$ cat src/rtl/dac_share_arb.sv
// dac_share_arb
// Round-robin arbiter sharing one multi-channel threshold DAC among N_CH
// channel controllers. Requests are latched per channel (coalescing repeats),
// served one at a time onto the DAC write port, and completion is reported
// back on the per-channel ready after the DAC finishes and the comparator
// settles.
//
// Ports:
//   clk_i          - clock, all logic on the rising edge
//   arst_i         - asynchronous active-high reset
//   ch_threshold_i - per-channel threshold, channel k at [k*W +: W]
//   ch_wre_i       - per-channel write request (level-sampled)
//   ch_rdy_o       - per-channel ready (1 = nothing pending or in service)
//   dac_addr_o     - DAC channel address of the current/last write
//   dac_data_o     - DAC code of the current/last write
//   dac_wre_o      - one-cycle DAC write strobe
//   dac_rdy_i      - DAC idle (low while converting)
//   busy_o         - arbiter not idle
//   err_o          - sticky ack-timeout flag
//   err_clr_i      - clears err_o (wins over a simultaneous timeout)
module dac_share_arb #(
  parameter int N_CH          = 4,
  parameter int W             = 16,
  parameter int SETTLE_CYCLES = 8,
  parameter int ACK_TIMEOUT   = 64
) (
  input  logic                     clk_i,
  input  logic                     arst_i,
  input  logic [N_CH*W-1:0]        ch_threshold_i,
  input  logic [N_CH-1:0]          ch_wre_i,
  output logic [N_CH-1:0]          ch_rdy_o,
  output logic [$clog2(N_CH)-1:0]  dac_addr_o,
  output logic [W-1:0]             dac_data_o,
  output logic                     dac_wre_o,
  input  logic                     dac_rdy_i,
  output logic                     busy_o,
  output logic                     err_o,
  input  logic                     err_clr_i
);

  localparam int AW   = $clog2(N_CH);
  localparam int CMAX = (ACK_TIMEOUT > SETTLE_CYCLES) ? ACK_TIMEOUT : SETTLE_CYCLES;
  localparam int CW   = $clog2(CMAX + 1);

  typedef enum logic [2:0] {
    IDLE,
    ISSUE,
    WAIT_ACK,
    WAIT_DONE,
    SETTLE
  } state_t;

  state_t          state_reg, state_next;
  logic [N_CH-1:0] pend_reg, pend_next;
  logic [AW-1:0]   ptr_reg, ptr_next;
  logic [AW-1:0]   addr_reg, addr_next;
  logic [W-1:0]    data_reg, data_next;
  logic            wre_reg, wre_next;
  logic [CW-1:0]   cnt_reg, cnt_next;
  logic            err_reg, err_next;
  logic [N_CH-1:0] rdy_reg, rdy_next;
  logic            busy_reg, busy_next;

  logic [W-1:0]    thr [N_CH];
  logic            grant_found;
  logic [AW-1:0]   grant_idx;
  logic [AW:0]     cand;
  logic [N_CH-1:0] grant_mask;
  logic            timeout;
  logic            enter_settle;
  logic            done;
  logic            svc_next;

  generate
    for (genvar gi = 0; gi < N_CH; gi++) begin : g_thr
      assign thr[gi] = ch_threshold_i[gi*W +: W];
    end
  endgenerate

  // First pending channel at or after ptr, wrapping around.
  always_comb begin
    grant_found = 1'b0;
    grant_idx   = '0;
    cand        = '0;
    for (int i = 0; i < N_CH; i++) begin
      cand = {1'b0, ptr_reg} + (AW+1)'(i);
      if (cand >= (AW+1)'(N_CH)) cand = cand - (AW+1)'(N_CH);
      if (!grant_found && pend_reg[cand[AW-1:0]]) begin
        grant_found = 1'b1;
        grant_idx   = cand[AW-1:0];
      end
    end
  end

  always_comb begin
    state_next   = state_reg;
    ptr_next     = ptr_reg;
    addr_next    = addr_reg;
    data_next    = data_reg;
    wre_next     = 1'b0;
    cnt_next     = cnt_reg;
    grant_mask   = '0;
    timeout      = 1'b0;
    enter_settle = 1'b0;
    done         = 1'b0;

    case (state_reg)
      IDLE: begin
        if (grant_found) begin
          grant_mask[grant_idx] = 1'b1;
          addr_next  = grant_idx;
          data_next  = thr[grant_idx];
          wre_next   = 1'b1;
          state_next = ISSUE;
        end
      end
      ISSUE: begin
        state_next = WAIT_ACK;
        cnt_next   = CW'(ACK_TIMEOUT);
      end
      WAIT_ACK: begin
        // A DAC already busy at the first sample counts as the ack.
        if (!dac_rdy_i) begin
          state_next = WAIT_DONE;
        end else if (cnt_reg <= CW'(1)) begin
          timeout      = 1'b1;
          enter_settle = 1'b1;
        end else begin
          cnt_next = cnt_reg - CW'(1);
        end
      end
      WAIT_DONE: begin
        if (dac_rdy_i) enter_settle = 1'b1;
      end
      SETTLE: begin
        if (cnt_reg <= CW'(1)) done = 1'b1;
        else                   cnt_next = cnt_reg - CW'(1);
      end
      default: state_next = IDLE;
    endcase

    // Zero settle time completes on the very edge that would enter SETTLE.
    if (enter_settle) begin
      if (SETTLE_CYCLES == 0) begin
        done = 1'b1;
      end else begin
        state_next = SETTLE;
        cnt_next   = CW'(SETTLE_CYCLES);
      end
    end

    if (done) begin
      state_next = IDLE;
      ptr_next   = (addr_reg == AW'(N_CH - 1)) ? '0 : addr_reg + AW'(1);
    end
  end

  // A request on the granted channel in the grant cycle re-pends it.
  assign pend_next = (pend_reg & ~grant_mask) | ch_wre_i;
  assign svc_next  = (state_next != IDLE);
  assign busy_next = svc_next;
  assign err_next  = err_clr_i ? 1'b0 : (timeout ? 1'b1 : err_reg);

  always_comb begin
    rdy_next = '0;
    for (int k = 0; k < N_CH; k++) begin
      rdy_next[k] = ~(pend_next[k] | (svc_next & (addr_next == AW'(k))));
    end
  end

  always_ff @(posedge clk_i or posedge arst_i) begin
    if (arst_i) begin
      state_reg <= IDLE;
      pend_reg  <= '0;
      ptr_reg   <= '0;
      addr_reg  <= '0;
      data_reg  <= '0;
      wre_reg   <= 1'b0;
      cnt_reg   <= '0;
      err_reg   <= 1'b0;
      rdy_reg   <= '1;
      busy_reg  <= 1'b0;
    end else begin
      state_reg <= state_next;
      pend_reg  <= pend_next;
      ptr_reg   <= ptr_next;
      addr_reg  <= addr_next;
      data_reg  <= data_next;
      wre_reg   <= wre_next;
      cnt_reg   <= cnt_next;
      err_reg   <= err_next;
      rdy_reg   <= rdy_next;
      busy_reg  <= busy_next;
    end
  end

  assign ch_rdy_o   = rdy_reg;
  assign dac_addr_o = addr_reg;
  assign dac_data_o = data_reg;
  assign dac_wre_o  = wre_reg;
  assign busy_o     = busy_reg;
  assign err_o      = err_reg;

endmodule

$ cat config.mk
export PLATFORM = sky130hd
export DESIGN_NAME = dac_share_arb
export DESIGN_NICKNAME = d
export VERILOG_FILES = /design/src/rtl/dac_share_arb.sv
export SDC_FILE = /design/constraint.sdc
export NUM_CORES = 1
export LEC_CHECK = 0
export ABC_AREA = 1
export BUFFER_PORTS_ARGS = -buffer_cell sky130_fd_sc_hd__buf_2
export CAP_MARGIN = 5
export CORE_AREA = 2 2 115 117
export CTS_CLUSTER_SIZE = 20
export DETAILED_ROUTE_END_ITERATION = 12
export DIE_AREA = 0 0 117 119
export MAX_ROUTING_LAYER = met4
export PLACE_DENSITY = 0.42
export SYNTH_ARGS = -nofsm -noshare
export SYNTH_HDL_FRONTEND = slang
export SYNTH_SLANG_ARGS = --single-unit
$ cat constraint.sdc
create_clock -name clk_i -period 4.95 [get_ports clk_i]
set_input_delay 0.99 -clock clk_i [delete_from_list [all_inputs] [get_ports clk_i]]
set_output_delay 0.99 -clock clk_i [all_outputs]
set_load 0.01 [all_outputs]
Word level (Yosys, flattened, before mapping)
Cells that the tools add are included.
- $add $sub $neg: 9
- multiplexer cells: 49
- order comparisons: 12
- equality and inequality tests: 9
- bitwise operators: 16
- reductions and logical operators: 15
- operators with widths (operator ; number):
    binary-select mux 16 bit (select 2 bit) ; 1
    two-way mux 16 bit ; 2
    two-way mux 2 bit ; 11
    two-way mux 7 bit ; 3
    case mux 7 bit (3 select lines) ; 1
    two-way mux 1 bit ; 18
    < comparator 2 x 3 -> 1 bit (second input constant) ; 5
    >= comparator 3 bit (second input constant) ; 4
    two-way mux 3 bit ; 4
    case mux 3 bit (4 select lines) ; 1
    binary-select mux 1 bit (select 2 bit) ; 4
    two-way mux 4 bit ; 2
    subtractor 2 x 1 -> 2 bit (second input constant) ; 4
    less-or-equal comparator 7 x 1 -> 1 bit (second input constant) ; 1
    subtractor 7 x 1 -> 7 bit (second input constant) ; 1
    adder 2 x 2 -> 3 bit (second input constant) ; 2
    == test 2 bit (second input constant) ; 3
    == test 3 x 2 -> 1 bit (second input constant) ; 2
    bitwise AND 1 bit ; 4
    bitwise AND 4 bit ; 1
    logical AND 1 bit ; 4
    NOT 1 bit ; 4
    NOT 4 bit ; 1
    bitwise OR 1 bit ; 4
    20 further kinds ; 23
- logic and storage cells: 120
- bits of input ports: 72
- register bits: 41
- output and inout bits: 25

Longest topological paths before layout
- depth in word-level cells: 25
- gate-level depth with buffers: 16

Least setup slack after synthesis
No wires, ideal clock.
- path kind: in2reg
- from: in dac_rdy_i
- to: reg cnt_reg[0]
- setup slack: 2.971 ns
- data arrival time: 1.852 ns
- stages on the path: 6
- required time: 4.823 ns
- library setup time: 0.127 ns
- path through: nand3_1 -> nand2_1 -> o21ai_1 -> inv_1 -> nand3_1 -> o21ai_0
- longest elaborated chain between the ends: 4
- RTL lines (element ; line ; RTL):
    start: declaration ; 35 ; input logic dac_rdy_i,
    two-way mux 1 bit, on equally long branches ; 133, 123 ;
    case mux 1 bit (2 select lines) ; 107 ; case (state_reg)
    != test 3 bit (no line) / nonzero test 4 bit (equally long branches) ; - ;
    AND reduction 2 bit (no line) ; - ;
    end signal: assignment ; 190 ; cnt_reg <= cnt_next;
    end: declaration ; 59 ; logic [CW-1:0] cnt_reg, cnt_next;
Several ways; a longest one is shown, not always the timed one.
A chain may end at the register's enable or synchronous reset.

Final worst setup path
- from: reg ptr_reg[0]
- to: reg rdy_reg[0], in the netlist ch_rdy_o[0]
- longest elaborated chain between the ends: 25
- RTL lines (element ; line ; RTL):
    start: declaration ; 55 ; logic [AW-1:0] ptr_reg, ptr_next;
    start signal: assignment ; 186 ; ptr_reg <= ptr_next;
    branches (longest 18 deep; another with adder 2 x 1 -> 3 bit) ; - ;
    two-way mux 4 bit (*) ; 109 ; if (grant_found) begin
    two-way mux 4 bit (*) ; 107 ;
    NOT 4 bit (*) ; 159 ; assign pend_next = (pend_reg & ~grant_mask) | ch_wre_i;
    bitwise AND 4 bit (*) ; 159 ;
    bitwise OR 4 bit (*) ; 159 ;
    named net pend_next[0] ; 54 ; logic [N_CH-1:0] pend_reg, pend_next;
    bitwise OR 1 bit (*) ; 167 ; rdy_next[k] = ~(pend_next[k] | (svc_next & (addr_next == AW'(k))));
    NOT 1 bit (*) ; 167 ;
    named net rdy_next[0] ; 61 ; logic [N_CH-1:0] rdy_reg, rdy_next;
    end signal: assignment ; 192 ; rdy_reg <= rdy_next;
    end: declaration ; 61 ;
Mark *: on every way through the listed nets, which the timed path passes. The select of a mux whose other input is x is not followed.

==> reports/metrics.csv <==
stage;metric;value;unit
setup_path;cp_slowest_stage_delay;580;ps
global_route;busiest_layer;met2;
cells_and_area;nFillCells;1435;
setup_path;crit_type;reg2reg;
clocking;numClockSinks;41;
setup_path;crit_family;simple AND/OR/NAND/NOR gates;
clocking;cts_setup_buffers;0;
floorplan;core-area;12900;um2
cells_and_area;finalCoreUtilization;27.9;%
global_route;use_met3;2.34;%
routing;drtAntennaViolNets;0;
clocking;clkLatencyLatePin;280;ps
power_and_ir_drop;powerDensity;735;nW/um2
cells_and_area;largest_reg_flops;16;
synthesis;synth_seq_cells;41;
global_route;antenna_found_initial;0;
clocking;cts_hold_buf;0;
routing;routed_wl;9100;um
timing;max_freq;0.342;GHz
floorplan;die_h;119;um
cells_and_area;syn2layout_area_growth;26.0;%
clocking;cts-resized-gates;0;
synthesis;seq_area_frac_synth;36.2;%
timing;rsz0062_at_grt;false;
timing;period_minus_slack;2930;ps
placement;dp.cells;686;
setup_path;crit_slowest_cell;inv_1;
timing;tightest_slew;773;ps
placement;dp_hpwl;6820;um
clocking;cts_inserted_buffers;5;
power_and_ir_drop;p_total;2.64;mW
setup_path;crit_top_cell;nand2_1;
floorplan;row_count;42;
power_and_ir_drop;peakVddDrop;0.267;mV
timing;slew_headroom;48.4;%
clocking;clk_pin_slew;60;ps
global_route;grt_pass1_vias;2927;
setup_path;start_kind;flip-flop;
routing;vias_per_cell;4.28;
timing;report.final.slew_viol_count;0;
global_route;grt_util_met1;18.1;%
floorplan;io_pins;97;
floorplan;start_util;22.1;%
placement;globalplace.congestion;0.829;
global_route;use_met2;22.1;%
cells_and_area;final_common_cell;nand2_1;
clocking;cts-htree-levels;2;
global_route;grt_pass1_wl;14600;um
clocking;clock_path_buffers;2;
timing;hold_violations;0;
floorplan;chipWidth;117;um
routing;firstDrtPassIters;4;
synthesis;postSynthCellCount;433;
setup_path;endpoint_kind;flip-flop;
global_route;grt_max_degree;42;
synthesis;synth_area;2850;um2
placement;numPortBuffers;96;
hold_path;hold_class;reg2reg;
routing;route.detailed.drc;0;
routing;drtIter0Drc;198;
timing;setup-tns-final;0;ps
status;status;completed;
clocking;cts_tree;yes;
cells_and_area;fin_cells;694;
cells_and_area;antenna-diode-count;0;
timing;timing.final.crit_share;59.1;%
setup_path;cp_max_fo;34;
cells_and_area;drive_gt1_share;25.5;%
synthesis;synth_warnings;0;
power_and_ir_drop;p_leak;2.06;nW
global_route;overflow;0;
setup_path;required;5160;ps
timing;finalSetupViolations;0;
cells_and_area;num-nets-final;592;
setup_path;arrival;3140;ps
routing;post_drt_wl_per_cell;13.1;um
synthesis;avgSynthCellArea;6.58;um2
setup_path;critPathBufInv;3;
routing;via_count;2973;
timing;skew;3.72;ps
synthesis;synthesis.nets;508;
synthesis;synth_cell_types;28;
clocking;root_buffer;clkbuf_16;
cells_and_area;final_cell_mix;nand2_1, buf_2, dfrtp_1;
setup_path;crit_path_cell_trace;inv_2 > nand2_1 > nand3_1 > nand2_1 > inv_1 > nand3_4 > nand2_4 > inv_1 > nand3_1 > nand2_1 > nand2_1 > nor2_1;
global_route;track_usage;13.7;%
flow_run;drv_cap;0;
floorplan;dieArea;13900;um2
==> metal layers <==
layer	up-vias	wire length, um	share of wire [%]
met5	-	0	0
met4	0	106	1.2
met3	8	470	5.2
met2	52	4290	47
met1	1368	4240	47
li1	1545	-	-
==> synthesized netlist by cell type <==
cell / n / area, um2
a21o_1: 1 / 7.51
a21oi_1: 7 / 35.0
buf_2: 12 / 60.1
buf_4: 3 / 22.5
buf_6: 5 / 56.3
clkinv_1: 1 / 3.75
dfrtp_1: 37 / 926
dfstp_2: 4 / 105
ha_1: 3 / 37.5
inv_1: 33 / 124
inv_2: 3 / 11.3
nand2_1: 224 / 841
nand2_2: 10 / 62.6
nand2_4: 1 / 11.3
nand3_1: 11 / 55.1
nand3_2: 3 / 30.0
nand3_4: 2 / 35.0
nand4_1: 35 / 219
nor2_1: 17 / 63.8
nor2_2: 1 / 6.26
nor2_4: 1 / 11.3
o21ai_0: 6 / 30.0
o21ai_1: 2 / 10.0
o21ai_2: 3 / 26.3
o22ai_1: 3 / 18.8
o31ai_1: 2 / 15.0
xnor2_1: 1 / 8.76
xor2_1: 2 / 17.5
==> tightest hold or removal path: stages, from the launching register on <==
cell and delay [ps]:
dfrtp_1 340, nand2_1 50, nand2_1 60
==> metrics by stage <==
stage | hold WS, ps | setup WS [ps] | area (um2)
2_1_floorplan | 482 | 2970 | 2850
6_report | 476 | 2020 | 3590
3_3_place_gp | 462 | 1980 | 3420
3_5_place_dp | 459 | 1960 | 3420
4_1_cts | 476 | 1950 | 3590
5_1_grt | 509 | 1620 | 3590
==> report_power, final <==
group | internal [mW] | switching (mW) | total [mW]
combinational | 0.528 | 1.14 | 1.67
sequential | 0.485 | 0.0977 | 0.583
clock | 0.252 | 0.133 | 0.386
total | 1.27 | 1.37 | 2.64
==> final timing paths <==
kind                          startpoint            end  slack [ps]  cells past startpoint
max                           ptr_reg[0]    ch_rdy_o[0]        2020                     12
min                        dac_data_o[1]  dac_data_o[1]         480                      2
max reg2reg                   ptr_reg[0]    ch_rdy_o[0]        2020                     12
min reg2reg                dac_data_o[1]  dac_data_o[1]         480                      2
max in group asynchronous         arst_i    ch_rdy_o[2]        3720                      3
min in group asynchronous         arst_i  dac_data_o[5]         830                      3
==> cell families (layout without fill, tap and decap cells) <==
kind of cell	after synthesis	in the layout	synth area share (%)
simple gates	305	305	46.8
buf+inv	57	142	9.75
flops	41	41	36.2
compound gates	24	24	5.00
fa+ha+maj	3	3	1.32
xor+xnor	3	3	0.922
==> final cells by class <==
type / count / area (um2) / share of cell area, %
clock buffer: 7 / 143 / 3.97
clock inverter: 1 / 30.0 / 0.836
inverter: 37 / 139 / 3.87
multi-input combinational: 335 / 1540 / 42.9
sequential: 41 / 1030 / 28.7
tap: 176 / 220 / 6.13
timing repair buffer: 97 / 488 / 13.6
Note: power is estimated with default switching activity, not from simulation.
